--- src/rtl/keypad_pkg.sv ---
// Shared keypad definitions: matrix geometry, emulator FSM states and the
// scramble LFSR used to model contact bounce.
package keypad_pkg;

   localparam int NUM_KEYS = 16;
   localparam int NUM_ROWS = 4;
   localparam int NUM_COLS = 4;

   localparam logic [7:0] LFSR_SEED = 8'hA5;
   // x^8 + x^6 + x^5 + x^4 + 1 on a left-shifting register: bits 7,5,4,3
   localparam logic [7:0] LFSR_TAPS = 8'hB8;

   typedef enum logic [1:0] {
      IDLE,
      BOUNCE_IN,
      HOLD,
      BOUNCE_OUT
   } kp_state_t;

   function automatic logic [7:0] lfsr_next(input logic [7:0] q);
      return {q[6:0], ^(q & LFSR_TAPS)};
   endfunction

endpackage

--- src/rtl/kp_lfsr.sv ---
// Free-running 8-bit Fibonacci LFSR; supplies the pseudo-random bounce pattern.
module kp_lfsr
   import keypad_pkg::*;
(
   input  logic       clk,
   input  logic       rst,
   output logic [7:0] q
);

   always_ff @(posedge clk) begin
      if (!rst) begin
         q <= LFSR_SEED;
      end else begin
         q <= lfsr_next(q);
      end
   end

endmodule

--- src/rtl/keypad_matrix_emulator.sv ---
// Emulates one key of a 4x4 matrix keypad at a time: press bounce, stable hold,
// release bounce, with the column lines answering the scanner's row drive.
module keypad_matrix_emulator
   import keypad_pkg::*;
#(
   parameter int BOUNCE_CYCLES = 8,
   parameter int HOLD_W        = 16
) (
   input  logic                clk,
   input  logic                rst,
   input  logic                cmd_valid,
   output logic                cmd_ready,
   input  logic [3:0]          cmd_code,
   input  logic [HOLD_W-1:0]   cmd_hold,
   input  logic [3:0]          row,
   output logic [3:0]          col,
   output logic [NUM_KEYS-1:0] key_state,
   output logic                busy,
   output logic                done
);

   localparam int CNT_W = (HOLD_W > 8) ? HOLD_W : 8;
   localparam logic [CNT_W-1:0] CNT_ONE     = CNT_W'(1);
   localparam logic [CNT_W-1:0] BOUNCE_LOAD = CNT_W'(BOUNCE_CYCLES);

   kp_state_t         state, state_n;
   logic [CNT_W-1:0]  cnt, cnt_n;
   logic [CNT_W-1:0]  hold_load;
   logic [3:0]        code_q;
   logic [HOLD_W-1:0] hold_q;
   logic              done_n;
   logic              accept;
   logic              contact;
   logic [7:0]        lfsr;
   logic              unused_lfsr;

   kp_lfsr u_lfsr (
      .clk (clk),
      .rst (rst),
      .q   (lfsr)
   );

   assign unused_lfsr = ^lfsr[7:1];
   assign cmd_ready   = (state == IDLE);
   assign busy        = ~cmd_ready;
   // A zero hold still yields one stable cycle.
   assign hold_load   = (hold_q == '0) ? CNT_ONE : CNT_W'(hold_q);

   always_comb begin
      state_n = state;
      cnt_n   = cnt;
      done_n  = 1'b0;
      accept  = 1'b0;
      contact = 1'b0;
      case (state)
         IDLE: begin
            if (cmd_valid) begin
               accept  = 1'b1;
               state_n = BOUNCE_IN;
               cnt_n   = BOUNCE_LOAD;
            end
         end
         BOUNCE_IN: begin
            contact = (cnt == CNT_ONE) ? 1'b1 : lfsr[0];
            if (cnt == CNT_ONE) begin
               state_n = HOLD;
               cnt_n   = hold_load;
            end else begin
               cnt_n = cnt - CNT_ONE;
            end
         end
         HOLD: begin
            contact = 1'b1;
            if (cnt == CNT_ONE) begin
               state_n = BOUNCE_OUT;
               cnt_n   = BOUNCE_LOAD;
            end else begin
               cnt_n = cnt - CNT_ONE;
            end
         end
         BOUNCE_OUT: begin
            contact = (cnt != CNT_ONE) & lfsr[0];
            if (cnt == CNT_ONE) begin
               state_n = IDLE;
               cnt_n   = '0;
               done_n  = 1'b1;
            end else begin
               cnt_n = cnt - CNT_ONE;
            end
         end
         default: begin
            state_n = IDLE;
            cnt_n   = '0;
         end
      endcase
   end

   always_ff @(posedge clk) begin
      if (!rst) begin
         state  <= IDLE;
         cnt    <= '0;
         code_q <= '0;
         hold_q <= '0;
         done   <= 1'b0;
      end else begin
         state <= state_n;
         cnt   <= cnt_n;
         done  <= done_n;
         if (accept) begin
            code_q <= cmd_code;
            hold_q <= cmd_hold;
         end
      end
   end

   always_comb begin
      key_state         = '0;
      key_state[code_q] = contact;
   end

   // Scanner sees a column high when any driven row crosses a closed contact.
   always_comb begin
      col = '0;
      for (int r = 0; r < NUM_ROWS; r++) begin
         for (int c = 0; c < NUM_COLS; c++) begin
            col[c] = col[c] | (row[r] & key_state[NUM_COLS*r + c]);
         end
      end
   end

endmodule
--- config.mk ---
export PLATFORM = sky130hd
export DESIGN_NAME = keypad_matrix_emulator
export DESIGN_NICKNAME = d
export VERILOG_FILES = /design/src/rtl/keypad_pkg.sv /design/src/rtl/kp_lfsr.sv /design/src/rtl/keypad_matrix_emulator.sv
export SDC_FILE = /design/constraint.sdc
export NUM_CORES = 1
export LEC_CHECK = 0
export CORE_MARGIN = 2
export CORE_UTILIZATION = 40
export DETAILED_ROUTE_END_ITERATION = 10
export SYNTH_ARGS = -nofsm -noshare
export SYNTH_HDL_FRONTEND = slang
export SYNTH_SLANG_ARGS = --single-unit
--- constraint.sdc ---
create_clock -name clk -period 5.88 [get_ports clk]
set_input_delay 1.176 -clock clk [delete_from_list [all_inputs] [get_ports clk]]
set_output_delay 1.176 -clock clk [all_outputs]
set_load 0.01 [all_outputs]
==> results.txt <==
FFs w/ async S/R, synth = 0%
diode count = 0
fin nets = 368
number of global-route vias before repair = 2163
total gr overflow = 0
final WL = 6.12 mm
Vias/cell = 5.37
share of post-route cells with drive strength above 1 = 7.14%
global-route wire length before repair = 10.6 mm
final hold vios = 0
CTS tree = built
max cap viols = 0
vias post-DR = 2208
nature of the critical path startpoint = register
post-route cell area = 3130 um2
Hold-fix buffers, CTS = 0
worst hold margin = 425 ps
Die Y = 83.4 um
Top Ports = 50
starting density of the core = 42.1%
Clock Skews = 8.45 ps
clock tree sinks = 47
CP Data Required Time = 4700 ps
Hold Startpoint = u_lfsr.q[1]
EDFF count, synth = 0
Crit Path Class = register to output port
Final Cycle Share = 67.6%
core area = 5990 um2
Longest Clk Path Bufs = 2
worst reg2reg setup slack = 3700 ps
Tmin final = 3980 ps
Routed Antenna Nets = 0
Row Count = 28
Setup WS pre-CTS = 1950 ps
hold depth = 1
final setup violation count = 0
Worst-Margin Slew = 800 ps
Mapped Area = 2520 um2
CTS-repair resized insts = 0
CTS Buf Count = 5
HP Class = register to register
setup bufs post-CTS = 0
#FFs+latches synth = 47
unrepaired setup endpoints after global routing = false
Worst Path Arrival = 2800 ps
Reg clk slew, reported paths = 100 ps
top_reg_cell synth = dfxtp_1
IO buf count = 49
Post-Syn Nets = 327
final core utilization = 52.3%
Leak Pwr = 1.12 nW
Skew-Pair Late Insertion Delay = 310 ps
CP Capture Type = output port
crit path from = cnt[0]
Pre-Repair DR Iteration Count = 4
Syn-to-layout area delta = 24.1%
Placer Congestion = 0.782
DRT iter0 DRCs = 81
Final Max Slew Viols = 0
largest net degree at the start of global routing = 38
status = finished, final reports clean
Yosys cell types = 56
DP Area = 3030 um2
PD cells = 431 nW/um2
syn_area_per_cell = 8.58 um2
DR DRC count = 0
CP Max Fanout = 20
Worst VDD drop = 0.000192 V
post-route setup TNS = 0 ps
slew margin rel. = 46.6%
register area share after synthesis = 37.3%
Total Routing Usage GR = 18.4%
worst reg2reg startpoint = state[0]
Max Freq = 0.252 GHz
Register-to-Register Path Depth = 7
CTS Root Cell = clkbuf_8
DP Wirelength = 4.41 mm
H-tree depth = 2
slack of the critical path = 1900 ps
Routed WL per cell = 14.9 um
initial antenna violation count = 0
yosys warns = 0
DIE AREA = 6960 um2
Post-Syn Instances = 294
Die W = 83.4 um
[cells by family after synthesis]
group | after synthesis | synth area share, %
compound gates | 57 | 16.8
xor+xnor | 10 | 3.47
fa+ha+maj | 6 | 2.98
buf+inv | 22 | 4.07
flops | 47 | 37.3
mux | 5 | 2.23
simple gates | 147 | 33.2
[worst paths after layout]
| check | to |
|---|---|
| setup / recovery | key_state[7] |
| hold / removal | u_lfsr.q[2] |
| setup reg to reg | cnt[8] |
| hold reg to reg | u_lfsr.q[2] |
[stage by stage]
step | instances | power (W)
after global routing | 411 | 0.00147
after global placement | 403 | 0.00113
after floorplan | 294 | 0.000987
after detailed placement | 403 | 0.00114
final | 411 | 0.00135
after CTS | 411 | 0.00136
[flip-flops by register name, summed over array words and instances (netlist names)]
register	count
code_q	4
done	1
hold_q	16
u_lfsr.q	8
cnt	16
state	2
[cell usage in the layout (no fill, tap or decap), types with 2 or more instances in the layout]
cell / instances
o211ai_1: 4
o21ai_0: 3
o21ai_1: 6
inv_1: 6
nor2b_1: 3
nor4_1: 25
dfxtp_1: 47
nand2_1: 61
a21boi_1: 2
a21oi_1: 4
nand3_1: 3
and2_1: 8
a22oi_1: 2
clkbuf_8: 5
ha_1: 6
mux2i_1: 3
a221o_1: 8
nor2_1: 14
xnor2_1: 4
nor3b_1: 2
clkdlybuf4s50_1: 49
nor4_4: 2
nand2b_1: 8
xor2_1: 6
nor3_2: 2
a21boi_0: 21
nand4_1: 2
[layout make-up]
cell class	instances	area, um2
Clock buffer	5	68.8
Clock inverter	3	27.5
Fill cell	596	2860
Inverter	6	22.5
Multi-Input combinational cell	225	1480
Sequential cell	47	941
Tap cell	75	93.8
Timing Repair Buffer	50	498
[synthesized netlist by cell type, drive strengths merged (4+ instances only)]
library cell	n	area, um2
xor2	6	52.6
nand3	4	25.0
a21boi	23	173
o211ai	4	30.0
and2	8	50.1
nor4	28	211
xnor2	4	35.0
buf	5	38.8
ha	6	75.1
a221o	8	80.1
nor2	15	63.8
inv	6	22.5
o21ai	9	45.0
dfxtp	47	941
nor3	4	41.3
nand2b	8	50.1
clkbuf	11	41.3
a21oi	4	20.0
nand2	62	235
[critical path: stages, from the launching register on]
cell and delay (ps):
dfxtp_1 470, ha_1 190, nor4b_4 260, nand4_4 240
mux2_4 370, nor2_4 320, nor4_1 130, clkdlybuf4s50_1 520
[power by group]
group          switching, W  internal [W]
clock              0.000123     0.0000883
sequential        0.0000856      0.000383
combinational      0.000389      0.000281
total              0.000597      0.000753
[routing by layer]
metal	vias up	track usage, %	part of all wire (%)
li1	1132	-	-
met1	1035	25.0	49
met2	39	29.5	46
met3	2	3.68	4.0
met4	0	5.72	0.59
met5	-	0	0
(Power assumes the default switching activity.)
